`src/rtl/mskrnd_lfsr_source.sv`:
```
// mskrnd_lfsr_source: 64-bit Fibonacci LFSR that supplies fresh randomness
// to a bank of DOM AND gadgets. It takes a seed over a valid/ready handshake,
// discards WARMUP advances, and then delivers RW new bits per transfer.
module mskrnd_lfsr_source #(
  parameter int unsigned d         = 2,
  parameter int unsigned N_GADGETS = 16,
  parameter int unsigned WARMUP    = 128,
  localparam int unsigned RW       = N_GADGETS * d * (d - 1) / 2
) (
  input  logic          clk,
  input  logic          rst_n,
  input  logic [63:0]   seed_in,
  input  logic          seed_valid,
  output logic          seed_ready,
  output logic [RW-1:0] rnd_out,
  output logic          rnd_valid,
  input  logic          rnd_ready,
  output logic          seeded
);

  if (RW < 1 || RW > 64) begin : g_rw_check
    $error("mskrnd_lfsr_source: RW must lie in 1..64");
  end

  // A one-bit counter still works for WARMUP == 0, because it is never loaded non-zero.
  localparam int unsigned CW = (WARMUP == 0) ? 1 : $clog2(WARMUP + 1);
  localparam logic [CW-1:0] CNT_INIT = CW'(WARMUP);

  typedef enum logic [1:0] {
    ST_UNSEEDED,
    ST_WARMUP,
    ST_RUN
  } state_t;

  state_t        state_q, state_d;
  logic [63:0]   s_q, s_d;
  logic [CW-1:0] cnt_q, cnt_d;
  logic          valid_q, valid_d;
  logic          seeded_q, seeded_d;
  logic          seed_hs;

  // RW unrolled LFSR steps; afterwards s[RW-1:0] holds only new bits, newest at bit 0.
  function automatic logic [63:0] lfsr_advance(input logic [63:0] s);
    logic [63:0] t;
    t = s;
    for (int unsigned i = 0; i < RW; i++) begin
      t = {t[62:0], t[63] ^ t[62] ^ t[60] ^ t[59]};
    end
    return t;
  endfunction

  assign seed_ready = (state_q != ST_WARMUP);
  assign seed_hs    = seed_valid & seed_ready;
  assign rnd_valid  = valid_q;
  assign rnd_out    = valid_q ? s_q[RW-1:0] : '0;
  assign seeded     = seeded_q;

  // Next-state logic. A seed load wins over an advance in the same cycle.
  always_comb begin
    state_d  = state_q;
    s_d      = s_q;
    cnt_d    = cnt_q;
    seeded_d = seeded_q;
    case (state_q)
      ST_UNSEEDED: begin
        if (seed_hs) begin
          s_d      = (seed_in == 64'd0) ? 64'd1 : seed_in;
          cnt_d    = CNT_INIT;
          seeded_d = 1'b1;
          state_d  = (WARMUP == 0) ? ST_RUN : ST_WARMUP;
        end
      end
      ST_WARMUP: begin
        s_d = lfsr_advance(s_q);
        if (cnt_q != '0) begin
          cnt_d = cnt_q - 1'b1;
        end
        if (cnt_q <= CW'(1)) begin
          state_d = ST_RUN;
        end
      end
      ST_RUN: begin
        if (seed_hs) begin
          s_d      = (seed_in == 64'd0) ? 64'd1 : seed_in;
          cnt_d    = CNT_INIT;
          seeded_d = 1'b1;
          state_d  = (WARMUP == 0) ? ST_RUN : ST_WARMUP;
        end else if (rnd_ready) begin
          s_d = lfsr_advance(s_q);
        end
      end
      default: begin
        state_d = ST_UNSEEDED;
      end
    endcase
    valid_d = (state_d == ST_RUN);
  end

  // State, LFSR, counter and flag registers with asynchronous active-low reset.
  always_ff @(posedge clk or negedge rst_n) begin
    if (!rst_n) begin
      state_q  <= ST_UNSEEDED;
      s_q      <= '0;
      cnt_q    <= '0;
      valid_q  <= 1'b0;
      seeded_q <= 1'b0;
    end else begin
      state_q  <= state_d;
      s_q      <= s_d;
      cnt_q    <= cnt_d;
      valid_q  <= valid_d;
      seeded_q <= seeded_d;
    end
  end

endmodule

```
`config.mk`:
```
export PLATFORM = sky130hd
export DESIGN_NAME = mskrnd_lfsr_source
export DESIGN_NICKNAME = d
export VERILOG_FILES = /design/src/rtl/mskrnd_lfsr_source.sv
export SDC_FILE = /design/constraint.sdc
export NUM_CORES = 1
export LEC_CHECK = 0
export ABC_AREA = 0
export CORE_MARGIN = 2
export CORE_UTILIZATION = 50
export DETAILED_ROUTE_END_ITERATION = 7
export PLACE_DENSITY_LB_ADDON = 0.15
export SLEW_MARGIN = 20
export SYNTH_ARGS = -nofsm -noshare
export SYNTH_HDL_FRONTEND = slang
export SYNTH_SLANG_ARGS = --single-unit
```
`constraint.sdc`:
```
create_clock -name clk -period 2.65 [get_ports clk]
set_clock_uncertainty 0.1 [all_clocks]
set_input_delay 0.265 -clock clk [delete_from_list [all_inputs] [get_ports clk]]
set_output_delay 0.265 -clock clk [all_outputs]
set_load 0.05 [all_outputs]
```
==> impl_metrics.json <==
{
  "status": "finished clean",
  "wl_per_cell_um": 17.5,
  "grt_start_max_net_pins": 79,
  "critPathBufInv": 3,
  "insertedDiodeCount": 0,
  "hold_viol": 0,
  "synth_cells": 491,
  "worstPathRequired_ns": 2.29,
  "routabilityCongestion": 0.863,
  "crit_top_cell": "inv_1",
  "ctsResizeCount": 0,
  "slowest_stage": "clkdlybuf4s50_1",
  "fin_crit_ns": 2.38,
  "cts_setup_buffers": 0,
  "drt.antenna.violating_nets": 0,
  "drt-pass1-iter-count": 5,
  "cts.sink_count": 76,
  "rr_worst_depth": 7,
  "initial_core_util_pct": 51.4,
  "worst_slack_ns": 0.267,
  "endpoint_kind": "output port",
  "cts_buffer_depth": 2,
  "root_buffer": "clkbuf_8",
  "report.final.slew_viol_count": 0,
  "path_cells": "inv_1 -> ha_1 -> inv_1 -> clkdlybuf4s50_1",
  "antenna_found_initial": 0,
  "maxSlewHeadroom_pct": 56.2,
  "max_cap_viol_count": 0,
  "worst_pin_slew_ns": 0.652,
  "worstHoldPathType": "in -> async",
  "clk_pin_slew_ns": 0.08,
  "r2r-end": "s_q[11]",
  "grt_usage_pct": 27.0,
  "synth_area_per_cell_um2": 8.60,
  "startpoint_type": "register",
  "fmax_mhz": 420,
  "clock_latency_ns": 0.36,
  "fin_crit_sh_pct": 89.9,
  "nNetsFinal": 637,
  "die_x_um": 95.9,
  "critical_path_class": "reg -> out",
  "io_pins": 87,
  "dp_hpwl_mm": 8.35,
  "arrival_ns": 2.02,
  "coreArea_um2": 8220,
  "drive_above_1_share_pct": 6.00,
  "wirelength_mm": 11.7,
  "finalSetupTns_ns": 0,
  "viasPerCell": 5.90,
  "numCtsBuffers": 9,
  "htreeDepth": 3,
  "crit_start": "state_q[1]",
  "p_leak_uw": 0.00222,
  "rows": 33,
  "drc_errors": 0,
  "dieArea_um2": 9190,
  "synth_area_um2": 4220,
  "grt_setup_unrepaired": "no",
  "final_cell_mix": "165 x nand3_1, 85 x clkdlybuf4s50_1, 76 x dfrtp_1",
  "netlist-cell-type-count": 37,
  "finalPower_uw": 6750,
  "vias": 3962,
  "ir_drop_uv": 928,
  "synth-seq-area-share_pct": 45.1,
  "drt_iter0_markers": 306,
  "cpPeakStageDelay_ns": 0.81,
  "yosysWarningCount": 0,
  "p_per_area_nw_per_um2": 1240,
  "cts_hold_buf": 1,
  "cp_max_fo": 6,
  "grt_pass1_wl_mm": 18.9,
  "syn_nets": 566,
  "grt_overflow_total": 0,
  "path_delay_family": "buffers and inverters",
  "cts_tree": "done",
  "num-fill-cells": 700,
  "die_h_um": 95.9,
  "r2r_start": "state_q[1]",
  "final_common_cell": "nand3_1",
  "place_ws_ns": 0.307,
  "setup_viol": 0,
  "port_buffers": 86,
  "area_growth_pct": 28.8,
  "reg2reg_slack_ns": 0.28,
  "grt_pass1_vias": 3682,
  "ys_seq_elements": 76
}
==> per-layer routing <==
metal  vias up  global-route usage [%]  part of all wire, %
met5         -                       0                    0
met3        12                    4.46                  7.7
li1       1884                       -                    -
met4         0                    8.81                  1.5
met2       169                    38.6                   44
met1      1897                    41.6                   46
==> kinds of logic (layout without fill, tap and decap cells) <==
kind of cell	after synthesis	count (layout)	synth area share, %
AOI/OAI and AO/OA	30	30	5.84
xor gates and xnor gates	39	39	8.09
adders and majority gates	7	7	2.08
buffers and inverters	41	117	4.15
DFF	76	76	45.1
and+or+nand+nor	298	298	34.8
==> report_power, final <==
part | switching, uW | leakage [uW] | internal [uW]
clock | 447 | 0.000109 | 527
combinational | 2210 | 0.00115 | 1440
sequential | 454 | 0.000962 | 1680
total | 3110 | 0.00222 | 3640
==> worst max-delay path by stage <==
stage / to / slack, ns / cells after the start
after CTS: seed_ready / 0.26 / 4
after floorplan: cnt_q[5] / 0.60 / 7
after detailed placement: cnt_q[4] / 0.31 / 7
final: seed_ready / 0.27 / 4
after global routing: s_q[13] / 0.09 / 7
after global placement: cnt_q[5] / 0.38 / 7
==> through the flow <==
| stage | utilization, % | std cells | hold slack [ns] | area, um2 |
|---|---|---|---|---|
| 6_report | 66.2 | 672 | 0.359 | 5440 |
| 5_1_grt | 66.2 | 672 | 0.412 | 5440 |
| 4_1_cts | 66.2 | 672 | 0.380 | 5440 |
| 3_5_place_dp | 63.4 | 655 | 0.218 | 5210 |
| 3_3_place_gp | 63.4 | 655 | 0.216 | 5210 |
| 2_1_floorplan | - | 491 | -0.131 | 4220 |
==> cell type report <==
cell class	count	area, um2	area share (%)
Clock inverter	7	91.3	1.68
Inverter	6	22.5	0.414
Timing Repair Buffer	95	1000	18.4
Tap cell	105	131	2.42
Clock buffer	9	124	2.28
Sequential cell	76	1900	35.0
Multi-Input combinational cell	374	2170	39.8
==> cell usage after synthesis <==
| cell | instances | area share [%] |
|---|---|---|
| inv_1 | 6 | 0.53 |
| buf_4 | 1 | 0.18 |
| o21ai_0 | 3 | 0.36 |
| o21bai_1 | 1 | 0.18 |
| or2_2 | 1 | 0.15 |
| ha_1 | 7 | 2.1 |
| a2111oi_0 | 1 | 0.21 |
| nand2_1 | 68 | 6.0 |
| clkbuf_2 | 1 | 0.12 |
| xor2_1 | 7 | 1.5 |
| buf_1 | 1 | 0.089 |
| o2bb2ai_1 | 1 | 0.21 |
| nor4_1 | 17 | 2.5 |
| nand3b_1 | 1 | 0.18 |
| nor2_1 | 13 | 1.2 |
| o21ai_2 | 2 | 0.42 |
| nor3_1 | 5 | 0.59 |
| nand4_1 | 2 | 0.30 |
| nand4b_1 | 1 | 0.21 |
| or3_1 | 1 | 0.15 |
| buf_2 | 13 | 1.5 |
| nor3_2 | 1 | 0.24 |
| nand3_1 | 165 | 20 |
| o21a_1 | 2 | 0.36 |
| dfrtp_1 | 76 | 45 |
| or4_4 | 1 | 0.27 |
| a31oi_1 | 1 | 0.15 |
| a221oi_2 | 2 | 0.71 |
| a21oi_1 | 2 | 0.24 |
| nand2b_1 | 2 | 0.30 |
| and2_1 | 17 | 2.5 |
| o21ai_1 | 1 | 0.12 |
| o311ai_0 | 14 | 2.9 |
| nor2b_1 | 2 | 0.30 |
| xnor2_1 | 32 | 6.6 |
| and4bb_2 | 1 | 0.30 |
| clkbuf_1 | 19 | 1.7 |
==> flip-flops by register name, summed over array words and instances (netlist names) <==
signal	cells
s_q	64
state_q	2
rnd_valid	1
seeded	1
cnt_q	8
(Power assumes the default switching activity.)
